`config.mk`:
```
export PLATFORM = sky130hd
export DESIGN_NAME = rr_mux_reg_flat
export DESIGN_NICKNAME = d
export VERILOG_FILES = /design/src/rtl/rr_mux_reg_if.sv /design/src/rtl/rr_mux_reg.sv /design/src/flat_wrapper.sv
export SDC_FILE = /design/constraint.sdc
export NUM_CORES = 1
export LEC_CHECK = 0
export CAP_MARGIN = 0
export CORE_AREA = 2 2 233 235
export CTS_CLUSTER_DIAMETER = 100
export DETAILED_ROUTE_END_ITERATION = 6
export DIE_AREA = 0 0 235 237
export GPL_ROUTABILITY_DRIVEN = 0
export HOLD_SLACK_MARGIN = 0.02
export SLEW_MARGIN = 30
export SYNTH_ARGS = -nofsm -noshare
export SYNTH_HDL_FRONTEND = slang
export SYNTH_HIERARCHICAL = 1
export SYNTH_SLANG_ARGS = --single-unit
```
`constraint.sdc`:
```
create_clock -name clk -period 19.25 [get_ports clk]
set_clock_uncertainty 0.05 [all_clocks]
set_input_delay 5.775 -clock clk [delete_from_list [all_inputs] [get_ports clk]]
set_output_delay 5.775 -clock clk [all_outputs]
set_load 0.05 [all_outputs]
```
`src/rtl/rr_mux_reg_if.sv`:
```
// rr_mux_reg_if: producer/consumer bus for the rr_mux_reg arbiter.
//   in_valid  [NUM_CH]        per-channel beat valid          (producers -> mux)
//   in_data   [NUM_CH][WIDTH] per-channel beat data           (producers -> mux)
//   in_ready  [NUM_CH]        one-hot grant, or zero          (mux -> producers)
//   out_valid                 output register holds a beat    (mux -> consumer)
//   out_data  [WIDTH]         held beat data                  (mux -> consumer)
//   out_ch    [SELW]          channel that produced the beat  (mux -> consumer)
//   out_ready                 consumer takes the held beat    (consumer -> mux)
// master = the environment (producers + consumer), slave = the mux.
interface rr_mux_reg_if #(
  parameter int NUM_CH = 8,
  parameter int WIDTH  = 64,
  parameter int SELW   = $clog2(NUM_CH)
);
  logic [NUM_CH-1:0]            in_valid;
  logic [NUM_CH-1:0][WIDTH-1:0] in_data;
  logic [NUM_CH-1:0]            in_ready;
  logic                         out_valid;
  logic [WIDTH-1:0]             out_data;
  logic [SELW-1:0]              out_ch;
  logic                         out_ready;

  modport master (
    output in_valid, in_data, out_ready,
    input  in_ready, out_valid, out_data, out_ch
  );

  modport slave (
    input  in_valid, in_data, out_ready,
    output in_ready, out_valid, out_data, out_ch
  );
endinterface

```
`src/rtl/rr_mux_reg.sv`:
```
// rr_mux_reg: N:1 multiplexer with round-robin (MODE=0) or fixed lowest-index
// priority (MODE=1) arbitration and a one-entry output register.
//   clk    rising-edge clock
//   reset  asynchronous, active-high; clears output register and rr pointer
//   bus    rr_mux_reg_if.slave (in_valid/in_data/in_ready, out_valid/out_data/
//          out_ch/out_ready)
// One grant per cycle whenever the output register is empty or being drained,
// so back-to-back beats sustain one transfer per cycle.

// Per-channel request qualifier: channel is at or above the rr pointer.
module rr_mux_reg_lane #(
  parameter int SELW = 3,
  parameter int IDX  = 0
) (
  input  logic            valid,
  input  logic [SELW-1:0] ptr,
  output logic            hi
);
  localparam logic [SELW-1:0] IDX_S = SELW'(IDX);
  assign hi = valid && (IDX_S >= ptr);
endmodule

module rr_mux_reg #(
  parameter int NUM_CH = 8,
  parameter int WIDTH  = 64,
  parameter int MODE   = 0
) (
  input  logic        clk,
  input  logic        reset,
  rr_mux_reg_if.slave bus
);
  localparam int SELW = $clog2(NUM_CH);

  logic [SELW-1:0]   ptr;
  logic [NUM_CH-1:0] hi_req;
  logic [NUM_CH-1:0] req;
  logic [SELW-1:0]   gnt_idx;
  logic              any_req;
  logic              space;
  logic              grant;

  logic              ov_q;
  logic [WIDTH-1:0]  od_q;
  logic [SELW-1:0]   oc_q;

  genvar c;
  for (c = 0; c < NUM_CH; c++) begin : g_lane
    rr_mux_reg_lane #(.SELW(SELW), .IDX(c)) u_lane (
      .valid (bus.in_valid[c]),
      .ptr   (ptr),
      .hi    (hi_req[c])
    );
  end

  // Round-robin as a two-pass priority pick: lowest requester at or above
  // ptr wins; if none, wrap and take the lowest requester overall. This
  // handles any NUM_CH without modulo arithmetic.
  always_comb begin
    space   = !ov_q || bus.out_ready;
    req     = (MODE == 0 && |hi_req) ? hi_req : bus.in_valid;
    gnt_idx = '0;
    any_req = 1'b0;
    for (int i = NUM_CH - 1; i >= 0; i--) begin
      if (req[i]) begin
        gnt_idx = SELW'(i);
        any_req = 1'b1;
      end
    end
    grant        = space && any_req && !reset;
    bus.in_ready = '0;
    for (int i = 0; i < NUM_CH; i++)
      bus.in_ready[i] = grant && (gnt_idx == SELW'(i));
  end

  always_ff @(posedge clk or posedge reset) begin
    if (reset) begin
      ov_q <= 1'b0;
      od_q <= '0;
      oc_q <= '0;
      ptr  <= '0;
    end else if (grant) begin
      // Covers simultaneous drain + load: the held beat leaves as the new one lands.
      ov_q <= 1'b1;
      od_q <= bus.in_data[gnt_idx];
      oc_q <= gnt_idx;
      if (MODE == 0)
        ptr <= (gnt_idx == SELW'(NUM_CH - 1)) ? '0 : gnt_idx + SELW'(1);
    end else if (bus.out_ready) begin
      // Drain only; data and channel keep their last values.
      ov_q <= 1'b0;
    end
  end

  assign bus.out_valid = ov_q;
  assign bus.out_data  = od_q;
  assign bus.out_ch    = oc_q;
endmodule

```
`src/flat_wrapper.sv`:
```
// flat-port wrapper written by rule: the top's interface ports become plain ports
module rr_mux_reg_flat 
#(
  parameter int NUM_CH = 8,
  parameter int WIDTH  = 64,
  parameter int MODE   = 0
)
  (clk, reset, bus_in_valid, bus_in_data, bus_out_ready, bus_in_ready, bus_out_valid, bus_out_data, bus_out_ch);
  rr_mux_reg_if #(.NUM_CH(NUM_CH), .WIDTH(WIDTH)) bus_i ();
  input  logic clk;
  input  logic reset;
  input wire logic [$bits(bus_i.in_valid)-1:0] bus_in_valid;
  input wire logic [$bits(bus_i.in_data)-1:0] bus_in_data;
  input wire logic [$bits(bus_i.out_ready)-1:0] bus_out_ready;
  output wire logic [$bits(bus_i.in_ready)-1:0] bus_in_ready;
  output wire logic [$bits(bus_i.out_valid)-1:0] bus_out_valid;
  output wire logic [$bits(bus_i.out_data)-1:0] bus_out_data;
  output wire logic [$bits(bus_i.out_ch)-1:0] bus_out_ch;
  assign bus_i.in_valid = bus_in_valid;
  assign bus_i.in_data = bus_in_data;
  assign bus_i.out_ready = bus_out_ready;
  assign bus_in_ready = bus_i.in_ready;
  assign bus_out_valid = bus_i.out_valid;
  assign bus_out_data = bus_i.out_data;
  assign bus_out_ch = bus_i.out_ch;
  rr_mux_reg #(.NUM_CH(NUM_CH), .WIDTH(WIDTH), .MODE(MODE)) u_core (.clk(clk), .reset(reset), .bus(bus_i));
endmodule
```
==> results.md, run 1 <==
- Mapped cell area: 0.00736 mm2
- Die X: 235 um
- Dpl cells: 2481
- Buffer levels on the longest clock path: 2
- Net Sw Frac: 58.4%
- Yosys cell types: 39
- Most Crowded Layer GR: met2
- Top cells by count, synth: nand2_1 (518), nand3_1 (321), dfrtp_1 (71), nor2_1 (70), a21oi_1 (68)
- Sequential fraction of design power: 13.6%
- Worst EP arrival: 9.99 ns
- Fin Setup TNS: 0 ns
- Status: finished, final reports clean
- M1 GR Usage: 19.9%
- Via count: 11049
- GRT met2 Usage: 26.8%
- HP Class: reg -> reg
- Crit share post-route: 82.2%
- EDFF count, synth: 0
- Full die area: 0.0557 mm2
- Post-cts sizing count: 0
- Skew-Pair Late Insertion Delay: 0.37 ns
- CTS Root Cell: clkbuf_16
- Remaining antenna violation count after routing: 0
- Worst Path Buf+Inv: 5
- CP Data Required Time: 13.43 ns
- Row count: 85
- Syn Inst Count: 1288
- GR Layer Usage met3: 4.01%
- Total CTS buffers: 9
- Initial DRC count: 700
- Top-count cell post-synth: nand2_1
- Per-cell routed wire length: 18.4 um
- Relative slew slack: 35.2%
- Clk pwr share: 9.8%
- Vias in the first global route: 11088
- CTS tree: done
- Critical-path cell with the highest stage delay: clkdlybuf4s50_1
- CTS hold repair buffers: 0
- FFs w/ async S/R, synth: 100%
- Routed Wire Length: 45900 um
- Crit path largest cell delay: 0.83 ns
- Vias per std cell: 4.42
- Fill cells: 5871
- Gr usage total: 16.0%
- Post-CTS Setup Inserts: 0
- Initial antenna violation count: 8
- Worst path top cell family by delay: buffers and inverters
- Htree depth: 3
- Worst-path fanout max: 62
- Synth Warn #: 6
- Count of final hold-check violations: 0
- Syn_area_per_cell: 5.72 um2
- CP startpoint kind: input port
- Count of pins over their slew limit: 0
- Final setup vio count: 0
- Starting Density: 13.8%
- Syn-to-layout area delta: 93.0%
- Internal power: 0.844 mW
- Synth Flop Type: dfrtp_1
- Worst-path clk slew: 0.06 ns
- Buffers on Ports: 598
- Congestion Overflow GR: 0
- Static leakage: 5.68 nW
- VDD IR max: 0.0665 mV
- Register-to-Register Setup Slack: 14.45 ns
- Pwr dens: 143 mW/mm2
- Unrepaired setup endpoints after global routing: no
- Synth top area share: 26.4%
- Max Freq: 63.2 MHz
- Core region area: 0.0533 mm2
- Combinational power share: 76.7%
- Drc violations: 0
- Post-DP HPWL: 35200 um
- Fin nets: 2324
- Seq/Total Area, Yosys: 24.1%
- Worst setup path class: in -> out
- Ratio of cells with drive above 1 in the final layout: 2.77%
- I/O pin count: 599
- Synth Register Bits: 71
- Leading area contributor after synthesis: nand2_1
- Worst Tran Pin Value: 0.972 ns
- Pin count of the biggest net entering global routing: 103
- Drt first pass iters: 5
- Max_cap viols: 0
- DIE HEIGHT: 237 um
- Worst setup EP type: output pin
- Power, Total: 2.03 mW
- Fin crit period: 15.82 ns
- CTS sink count: 71
- Global-route wire length before repair: 68200 um
- Sw power: 1.18 mW
- Synth Net Count: 1815
- Most area-consuming cells after synthesis: nand2_1 (26%), dfrtp_1 (24%), nand3_1 (22%)
- Critical-path cell list: clkdlybuf4s50_1 -> inv_1 -> a211oi_2 -> nor4_2 -> a31oi_1 -> o21ai_1 -> o211ai_4 -> buf_4 -> buf_4 -> ha_1 -> and3_1 -> clkdlybuf4s50_1
- Non-Filler Instances: 2500
-- metal layers --
| metal | vias up | wire (um) | part of all wire (%) |
|---|---|---|---|
| met5 | - | 44 | 0.096 |
| met4 | 6 | 1200 | 2.6 |
| met3 | 73 | 3730 | 8.1 |
| met2 | 528 | 21600 | 47 |
| met1 | 5072 | 19400 | 42 |
| li1 | 5370 | - | - |
-- layout make-up --
cell class                 instances  area [um2]  share of cell area, %
antenna                            2        5.00                 0.0352
inverter                           6        35.0                  0.247
tap                              696         871                   6.13
clock buffer                      11         253                   1.78
multi-input combinational       1094        5040                   35.5
clock inverter                     5        80.1                  0.564
sequential                        71        1780                   12.5
timing repair buffer             615        6150                   43.3
-- cell usage in the layout (no fill, tap or decap), drive strengths merged, types with 3 or more instances in the layout --
cell type      Yosys  final
ha                 4      4
nor2b              4      4
clkdlybuf4s50      0    598
buf               67     17
o311ai             3      3
and3               8      8
o21ai              8      8
inv                6      6
a21oi             68     68
nor2              70     70
a31oi             66     66
nor4               4      4
dfrtp             71     71
nand3            321    321
nand2            518    518
clkbuf            50     11
a211oi             3      3
-- logic make-up after synthesis --
kind of cell,Yosys count,synth area share (%)
compound gates,155,12.6
xor+xnor,1,0.119
fa+ha+maj,4,0.680
buf+inv,123,8.07
flops,71,24.1
simple gates,934,54.4
-- stage by stage --
stage	utilization [%]	worst slack [ns]	hold slack, ns	cell area [um2]
3_5_place_dp	26.0	3.45	0.440	13800
2_1_floorplan	-	4.81	0.529	7360
5_1_grt	26.7	3.16	0.485	14200
3_3_place_gp	25.9	3.54	0.412	13800
4_1_cts	26.6	3.44	0.455	14200
6_report	26.7	3.43	0.455	14200
-- worst paths after layout --
| path | startpoint | to | depth (start not counted) |
|---|---|---|---|
| min in group asynchronous | reset | u_core/bus.out_data[27] | 2 |
| min reg2reg | u_core/bus.out_ch[0] | u_core/bus.out_ch[0] | 2 |
| max | bus_in_valid[2] | bus_in_ready[6] | 12 |
| max reg2reg | u_core/ptr[2] | u_core/bus.out_data[48] | 12 |
| max in group asynchronous | reset | u_core/bus.out_data[50] | 3 |
| min | u_core/bus.out_ch[0] | u_core/bus.out_ch[0] | 2 |
-- state kept, by name, summed over array words and instances, names as in the netlist --
name and count:
u_core/bus.out_valid 1, u_core/bus.out_data 64, u_core/ptr 3, u_core/bus.out_ch 3
-- power by group through the flow --
stage          Sequential [mW]  Combinational (mW)  Clock [mW]
6_report                 0.275                1.56       0.198
5_1_grt                  0.282                1.69       0.214
4_1_cts                  0.274                1.56       0.211
3_5_place_dp             0.276                1.55           0
3_3_place_gp             0.274                1.54           0
2_1_floorplan            0.511               0.800           0
-- worst min-delay path, stage by stage, from the launching register on --
cell,delay [ns]
dfrtp_1,0.36
nand2_1,0.05
o21ai_0,0.06
Note: power is estimated with default switching activity, not from simulation.
==> run 2: changes to the inputs <==
--- a/config.mk
+++ b/config.mk
@@ -6,10 +6,10 @@
 export NUM_CORES = 1
 export LEC_CHECK = 0
 export CAP_MARGIN = 0
-export CORE_AREA = 2 2 233 235
+export CORE_AREA = 2 2 230 232
 export CTS_CLUSTER_DIAMETER = 100
 export DETAILED_ROUTE_END_ITERATION = 6
-export DIE_AREA = 0 0 235 237
+export DIE_AREA = 0 0 232 234
 export GPL_ROUTABILITY_DRIVEN = 0
 export HOLD_SLACK_MARGIN = 0.02
 export SLEW_MARGIN = 30
==> constraint.sdc (replaced) <==
create_clock -name clk -period 13.84 [get_ports clk]
set_clock_uncertainty 0.05 [all_clocks]
set_input_delay 4.152 -clock clk [delete_from_list [all_inputs] [get_ports clk]]
set_output_delay 4.152 -clock clk [all_outputs]
set_load 0.05 [all_outputs]
==> run 2 against run 1 <==
  * Non-clock buffer count unchanged
  * Sequential power up 36%
  * Cell count down 0.28%
  * First-iteration DRC count up 16%
  * Die area down 2.5%
  * Clock power up 27%
  * Worst setup slack worse by 1.9 ns
  * Global-route usage down 0.20 points
  * Wire length down 1.5%
  * Sequential cell count unchanged
  * Clock-buffer cell count down 2
  * Core utilization up 0.53 points
  * Critical path type unchanged
  * Largest power group unchanged
  * Highest routed layer is now met4
==> results.md, run 2 (synthesis results as in run 1) <==
- Status: finished, final reports clean
- Fin nets: 2324 (unchanged)
- Count of pins over their slew limit: 0 (unchanged)
- Drc violations: 0 (unchanged)
- Ratio of cells with drive above 1 in the final layout: 2.77% (unchanged)
- Vias in the first global route: 10679 (-3.7%)
- Critical-path cell list: clkdlybuf4s50_1 -> inv_1 -> a211oi_2 -> nor2_1 -> o311ai_0 -> o311ai_4 -> inv_8 -> ha_1 -> and3_1 -> clkdlybuf4s50_1
- CP Data Required Time: 9.64 ns (-3.79 ns)
- Vias per std cell: 4.51 (+2.0%)
- Syn-to-layout area delta: 92.2%
- Global-route wire length before repair: 64800 um (-4.9%)
- Full die area: 0.0543 mm2 (-2.5%)
- CTS tree: done
- Worst Path Buf+Inv: 4 (-1)
- Buffers on Ports: 598 (unchanged)
- Post-DP HPWL: 34900 um (-1.0%)
- Core region area: 0.0520 mm2 (-2.4%)
- Worst-path fanout max: 104 (+68%)
- Static leakage: 5.65 nW (-0.40%)
- Post-CTS Setup Inserts: 0 (unchanged)
- Gr usage total: 15.8% (-0.20 points)
- Max Freq: 81.6 MHz
- Critical-path cell with the highest stage delay: clkdlybuf4s50_1
- Worst path top cell family by delay: buffers and inverters
- Final setup vio count: 0 (unchanged)
- HP Class: reg -> reg
- CTS hold repair buffers: 0 (unchanged)
- Skew-Pair Late Insertion Delay: 0.36 ns (about the same)
- Crit path largest cell delay: 0.81 ns (-0.02 ns)
- Count of final hold-check violations: 0 (unchanged)
- Per-cell routed wire length: 18.2 um (-1.2%)
- Initial DRC count: 810 (+16%)
- Remaining antenna violation count after routing: 0 (unchanged)
- Post-cts sizing count: 0 (unchanged)
- CP dominant cell by count: clkdlybuf4s50_1
- Most frequent cells in the layout: clkdlybuf4s50_1 (598), nand2_1 (518), nand3_1 (321)
- Row count: 84 (-1.2%)
- CTS Root Cell: clkbuf_16
- Worst setup EP type: output pin
- Worst R2R End: u_core/bus.out_data[14]
- CTS sink count: 71 (unchanged)
- I/O pin count: 599 (unchanged)
- Commonest non-fill, non-tap cell in the layout: clkdlybuf4s50_1
- Worst Tran Pin Value: 0.969 ns (-0.00338 ns)
- Non-Filler Instances: 2493 (-0.28%)
- Max_cap viols: 0 (unchanged)
- Crit share post-route: 88.6%
- Relative slew slack: 35.4% (+0.23 points)
- Die X: 232 um (-1.3%)
- Worst EP arrival: 8.06 ns (-1.93 ns)
- Hold path endpoint: u_core/bus.out_ch[2]
- Largest register FFs: 64 (unchanged)
- CP startpoint kind: input port
- Worst reg-to-reg path cell count: 11 (-1)
- DIE HEIGHT: 234 um (-1.3%)
- Routed Wire Length: 45300 um (-1.5%)
- VDD IR max: 0.147 mV (+120%)
- Pin count of the biggest net entering global routing: 105 (+1.9%)
- Dpl cells: 2474 (-0.28%)
- Total CTS buffers: 9 (unchanged)
- Starting Density: 14.2% (+0.33 points)
- Htree depth: 3 (unchanged)
- Register-to-Register Setup Slack: 9.40 ns (-5.05 ns)
- Worst-path clk slew: 0.06 ns (about the same)
- Fin Setup TNS: 0 ns (unchanged)
- Initial antenna violation count: 8 (unchanged)
- Buffer levels on the longest clock path: 2 (unchanged)
- Worst setup path class: in -> out
- Fin crit period: 12.26 ns
- Unrepaired setup endpoints after global routing: no
- Pwr dens: 197 mW/mm2 (+38%)
- Hold path cells: 2 (unchanged)
- Drt first pass iters: 5 (unchanged)
- Hold Crit Start: u_core/bus.out_ch[2]
- RR Startpoint: u_core/ptr[2]
- Via count: 11239 (+1.7%)
- Congestion Overflow GR: 0 (unchanged)
- WHS: 0.435 ns (-0.0203 ns)
[run 2: cell types whose count changed in the layout (fill, tap and decap cells not counted), sizes merged]
cell    previous run  this run
bufinv             2         1
clkbuf            11         9
clkinv             1         3
diode              2         3
inv                6         7
[run 2: cell type report]
type | instances | area [um2]
flip-flops and latches | 71 | 1780
fillers | 5709 | 37900
repair buffers | 615 | 6130
multi-input cells | 1094 | 5040
well taps | 688 | 861
clock inverters | 7 | 72.6
inverters | 6 | 35.0
clock buffers | 9 | 225
diodes | 3 | 7.51
[run 2: stage by stage]
stage               cell area (um2)  util, %  setup WS (ns)  power [mW]
floorplan                      7360        -           2.65        1.82
global placement              13800     26.5           1.80        2.51
detailed placement            13800     26.6           1.62        2.54
CTS                           14100     27.2           1.62        2.80
global route                  14100     27.2           1.39        3.01
finish                        14200     27.2           1.58        2.79
[run 2: worst max-delay path by stage]
stage,start,to,cells after the start
after floorplan,reset,bus_in_ready[0],6
after global placement,bus_in_valid[4],bus_in_ready[4],10
after detailed placement,bus_in_valid[4],bus_in_ready[0],10
after CTS,bus_in_valid[0],bus_in_ready[7],10
after global routing,bus_in_valid[2],bus_in_ready[7],10
final,bus_in_valid[2],bus_in_ready[7],10
[run 2: power breakdown]
| part | internal (mW) | switching (mW) |
|---|---|---|
| Combinational | 0.696 | 1.47 |
| Sequential | 0.309 | 0.0659 |
| Clock | 0.140 | 0.111 |
| Total | 1.15 | 1.65 |
[run 2: per-layer routing]
layer	global-route usage (%)	up-vias	wire length, um
met3	3.49	66	4000
li1	-	5363	-
met2	26.1	578	21300
met1	19.9	5232	18600
met5	0	-	0
met4	6.35	0	1380
[run 2: worst register-to-register path: cells and delay by family (launching register included)]
family	cells	cell delay, ns
AOI/OAI and AO/OA	4	1.13
buffers and inverters	2	1.34
DFF	1	0.58
and+or+nand+nor	5	1.32
